===== src/rtl/regfile_2r1w.sv =====
// DEPTH x WIDTH register file, one write port and two enabled, registered read ports.
// Build option RF_BYPASS_EN: write-first forwarding from the write port to either read port.

module regfile_2r1w_cell #(
    parameter int WIDTH = 4
) (
    input  logic             clk,
    input  logic             clr,
    input  logic             en,
    input  logic [WIDTH-1:0] d,
    output logic [WIDTH-1:0] q
);
    always_ff @(posedge clk or negedge clr) begin
        if (!clr)    q <= '0;
        else if (en) q <= d;
    end
endmodule

module regfile_2r1w #(
    parameter int WIDTH    = 4,
    parameter int DEPTH    = 8,
    parameter int ADDR_W   = 3,
    parameter int ZERO_REG = 0
) (
    input  logic              clk,
    input  logic              clr,
    input  logic              we,
    input  logic [ADDR_W-1:0] waddr,
    input  logic [WIDTH-1:0]  wdata,
    input  logic              re_a,
    input  logic [ADDR_W-1:0] raddr_a,
    output logic [WIDTH-1:0]  rdata_a,
    input  logic              re_b,
    input  logic [ADDR_W-1:0] raddr_b,
    output logic [WIDTH-1:0]  rdata_b
);
    localparam int              SLOTS   = 2 ** ADDR_W;
    localparam logic [ADDR_W:0] DEPTH_L = (ADDR_W + 1)'(DEPTH);

    // Every addressable slot exists; slots past DEPTH (and a hardwired entry 0) read as zero.
    logic [SLOTS-1:0][WIDTH-1:0] mem;
    logic                        wvalid;
    logic [WIDTH-1:0]            nxt_a, nxt_b;

    assign wvalid = we && ({1'b0, waddr} < DEPTH_L) && !(ZERO_REG != 0 && waddr == '0);

    for (genvar i = 0; i < SLOTS; i++) begin : g_slot
        localparam logic [ADDR_W-1:0] IDX = ADDR_W'(i);
        if (i < DEPTH && !(ZERO_REG != 0 && i == 0)) begin : g_cell
            logic wen;
            assign wen = wvalid && (waddr == IDX);
            regfile_2r1w_cell #(.WIDTH(WIDTH)) u_cell (
                .clk (clk),
                .clr (clr),
                .en  (wen),
                .d   (wdata),
                .q   (mem[i])
            );
        end else begin : g_zero
            assign mem[i] = '0;
        end
    end

`ifdef RF_BYPASS_EN
    always_comb begin
        nxt_a = mem[raddr_a];
        nxt_b = mem[raddr_b];
        if (wvalid && raddr_a == waddr) nxt_a = wdata;
        if (wvalid && raddr_b == waddr) nxt_b = wdata;
    end
`else
    assign nxt_a = mem[raddr_a];
    assign nxt_b = mem[raddr_b];
`endif

    always_ff @(posedge clk or negedge clr) begin
        if (!clr) begin
            rdata_a <= '0;
            rdata_b <= '0;
        end else begin
            if (re_a) rdata_a <= nxt_a;
            if (re_b) rdata_b <= nxt_b;
        end
    end
endmodule


===== config.mk =====
export PLATFORM = sky130hd
export DESIGN_NAME = regfile_2r1w
export DESIGN_NICKNAME = d
export VERILOG_FILES = /design/src/rtl/regfile_2r1w.sv
export SDC_FILE = /design/constraint.sdc
export NUM_CORES = 1
export LEC_CHECK = 0
export ABC_AREA = 1
export CAP_MARGIN = 30
export CORE_ASPECT_RATIO = 1.1
export CORE_MARGIN = 10
export CORE_UTILIZATION = 30
export CTS_BUF_LIST = sky130_fd_sc_hd__clkbuf_16
export DETAILED_ROUTE_END_ITERATION = 8
export PLACE_DENSITY = 0.49
export SLEW_MARGIN = 20
export SYNTH_ARGS = -nofsm -noshare
export SYNTH_HDL_FRONTEND = slang
export SYNTH_SLANG_ARGS = --single-unit

===== constraint.sdc =====
create_clock -name clk -period 1.6 [get_ports clk]
set_input_delay 0.24 -clock clk [delete_from_list [all_inputs] [get_ports clk]]
set_output_delay 0.24 -clock clk [all_outputs]
set_load 0.05 [all_outputs]

# == Word level (Yosys, flattened, before mapping) ==
# Index checks and enable logic that the tools add are counted.
# classes
n_reduce_logical,9
n_mux,4
magnitude_cmp,2
n_eq_ne,7
# op_table
operator,n
binary-select mux 4 bit (select 3 bit),2
== test 3 bit (second input constant),4
logical AND 1 bit,8
< comparator 3 x 4 -> 1 bit (second input constant),2
2-to-1 mux 4 bit,2
== test 3 x 2 -> 1 bit (second input constant),2
== test 3 x 1 -> 1 bit (second input constant),1
zero test 3 bit,1
# word_totals
in_bits,18
out_inout_bits,8
elab_cells,32
ff_bits,40

# == Logic depth before layout (Yosys ltp) ==
# depth
word_depth,2
mapped_depth,8

# == Cells and area by module ==
# A second synthesis with hierarchy kept.
# hier_totals
hier_cells,345
hier_area_um2,2263.4
# modules_own_cells
module,n_inst,cells_each,seq_area_each_um2,area_per_inst_um2
regfile_2r1w_cell,8,17,100.1,148.9
regfile_2r1w,1,209,200.2,1072.3

# == Least setup slack after synthesis ==
# Ideal clock, no wire load.
# synth_path
path_type,input -> register
start,in raddr_b[0]
end,reg rdata_b[3]
stages,8
t_arrival_ns,0.810
path_slack_ns,0.673
path_buffers,2
setup_ns,0.118
path_cell_list,buf_6 -> inv_6 -> buf_8 -> nand2_1 -> nand3_1 -> nand3_1 -> nand3_1 -> nand2_1
# synth_between
elab_chain_cells,2
# synth_rtl
element,line,text
from (decl),34,"input logic [ADDR_W-1:0] raddr_b,"
binary-select mux 4 bit (select 3 bit),73,assign nxt_b = mem[raddr_b];
2-to-1 mux 4 bit (not written as such),73,
to (signal assigned),82,if (re_b) rdata_b <= nxt_b;
to (decl),35,output logic [WIDTH-1:0] rdata_b
# Every way passes these cells. The select of a mux whose other input is x is not followed.
# A chain may end at the register's enable or synchronous reset.

# == Worst setup path in the final report ==
# layout_path
start,in waddr[0]
end,reg g_slot[5].g_cell.u_cell.q[2]
# layout_between
elab_chain_cells,2
# layout_rtl
element,line,text
from (decl),28,"input logic [ADDR_W-1:0] waddr,"
== test 3 bit,51,assign wen = wvalid && (waddr == IDX);
logical AND 1 bit,51,
to (signal assigned),14,if (!clr) q <= '0;
to (signal assigned),15,else if (en) q <= d;
to (decl),11,output logic [WIDTH-1:0] q
# Every way passes these cells.

==> metrics.txt <==
Power Dens Cells 1150 nW/um2; # IOs 26; largest net degree at the start of global routing 24; ant diodes 0; mapped cell area 2210 um2; chip width 102 um; Primary FF master, synth dfrtp_1; Initial Util 31.1%; Mapped Nets 327; Clock Tree Buf Depth 2; top-count cell post-synth nand2_1; Post-Synthesis Cells 309; Tot Pwr 0.00308 W; pin slew with the least headroom to its limit 0.458 ns; run status complete, no violations; sequential area share after synthesis 45.4%; R2R cell count 6; fin crit period 1.27 ns; asr flop ratio synth 100%; Max Clock Skew 0.00448 ns; fillers 751; Detail Route Antenna Nets 0; Rel. slew slack 69.5%; Synth cell types 16; CP Capture Type flop; vias in the first global route 2001; area grow syn2layout 21.7%; Area contributors post-synth dfrtp_1 (45%), nand2_1 (20%), nand3_1 (13%); routed wire length 6370 um; max-cap check violation count 0; Core Box Area 7090 um2; initial antenna violation count 0; PortBufs 25; Worst Path Arrival 1.42 ns; die footprint 11200 um2; Clock Pin Slew Worst Setup and Hold Paths 0.06 ns; Clock Latency Late Sink 0.28 ns; grt ovf 0; RSZ-0062 raised after global routing no; wire length per cell 14.9 um; Syn Area/Cell 7.14 um2; top cell type by total area after synthesis dfrtp_1; CTS tree yes; Sink Count 40; Row Count 32; FMAX 787 MHz; #FFs+latches synth 40; vias post-DR 1964; worst hold slack 0.434 ns; synth cell count leaders nand2_1 (115), nand3_1 (56), inv_1 (46); vias per inst 4.61; Tcrit/Tclk final 79.4%; fin nets 358; synth warn 0; first-pass GRT wire length 10500 um; initial drt markers 110; final setup fails 0; CTS buffer count 5; Setup Total Neg Slack 0 ns; GRT Util Overall 12.0%; share of cells above drive strength 1 9.09%; root buffer cell clkbuf_16; Post-DP HPWL 4840 um; endpoints failing hold 0; kind of critical path in -> reg; number of synthesized flops with an enable pin 0; die height 110 um; placer congestion estimate 0.906; Critical Path RT 1.75 ns; worst hold path class in -> async; leakage power 1.40 nW; CTS H-tree lvls 2; share of the synthesized area in the top cell type 45.4%; Setup crit start kind input pin; DRT Pass-1 Iters 4; final max-slew violation count 0; DP Worst Slack 0.0387 ns; Max IR drop VDD 348 uV; post-cts sizing count 0; crit-path max FO 8; Residual DRC 0; PnR worst setup slack 0.330 ns
path summary, 6_finish.rpt:
path | from | to | slack, ns
min in group clk | g_slot[3].g_cell.u_cell.q[0] | g_slot[3].g_cell.u_cell.q[0] | 0.48
worst max-delay path | waddr[0] | g_slot[5].g_cell.u_cell.q[2] | 0.33
max in group asynchronous | clr | g_slot[1].g_cell.u_cell.q[1] | 0.69
worst max register to register | g_slot[5].g_cell.u_cell.q[3] | rdata_b[3] | 0.58
worst min register to register | g_slot[3].g_cell.u_cell.q[0] | g_slot[3].g_cell.u_cell.q[0] | 0.48
worst min-delay path | clr | g_slot[4].g_cell.u_cell.q[0] | 0.43
layout make-up:
| cell class | count | area, um2 | area share (%) |
|---|---|---|---|
| Multi-Input combinational cell | 213 | 941 | 35.0 |
| Sequential cell | 40 | 1000 | 37.3 |
| Clock inverter | 3 | 20.0 | 0.745 |
| Clock buffer | 5 | 125 | 4.66 |
| Timing Repair Buffer | 32 | 305 | 11.4 |
| Inverter | 48 | 188 | 6.99 |
| Tap cell | 85 | 106 | 3.96 |
flip-flops by register name, summed over array words and instances (netlist names):
signal,cells
rdata_a,4
g_slot.g_cell.u_cell.q,32
rdata_b,4
through the flow:
step,util (%),instances,instance area (um2)
after global routing,37.9,426,2690
after global placement,35.7,417,2530
after detailed placement,35.7,417,2530
final,37.9,426,2690
after floorplan,-,309,2210
after CTS,37.9,426,2690
per-layer routing:
metal | GRT usage, % | part of all wire, %
met1 | 16.8 | 50
met2 | 17.5 | 43
met3 | 2.32 | 4.9
met4 | 5.21 | 1.9
met5 | 0 | 0
layout by cell type (no fill, tap or decap):
master	count
inv_4	1
nor3_4	1
o21ai_0	32
buf_12	2
dlygate4sd3_1	1
buf_4	12
clkinvlp_4	1
inv_6	1
nor2_2	1
inv_1	47
nand2_2	4
dfrtp_1	40
clkdlybuf4s50_1	16
nand3_2	1
nand3_1	56
buf_2	1
clkbuf_16	5
nand2_1	115
clkinv_4	1
nor2_1	3
cell families after synthesis:
kind of cell    Yosys count  share of synthesized area (%)
compound gates           32                           7.26
buf+inv                  56                           12.0
simple gates            181                           35.4
flops                    40                           45.4
report_power, final:
group          internal, W  leakage [nW]  switching [W]
Combinational     0.000275         0.828       0.000528
Sequential         0.00119         0.499      0.0000932
Clock             0.000575        0.0712       0.000417
Total              0.00204          1.40        0.00104
timing repair:
item,in CTS,in global routing
hold endpoints to repair,17,0
buffers inserted,0,0
hold buffers,1,0
endpoints found under the setup margin,0,0
critical path, cell delays in order:
cell and delay [ns]:
clkdlybuf4s50_1 0.52, inv_1 0.10, nor2_1 0.16, nand2_1 0.22, nand2_1 0.10, o21ai_0 0.09
(Power assumes the default switching activity.)
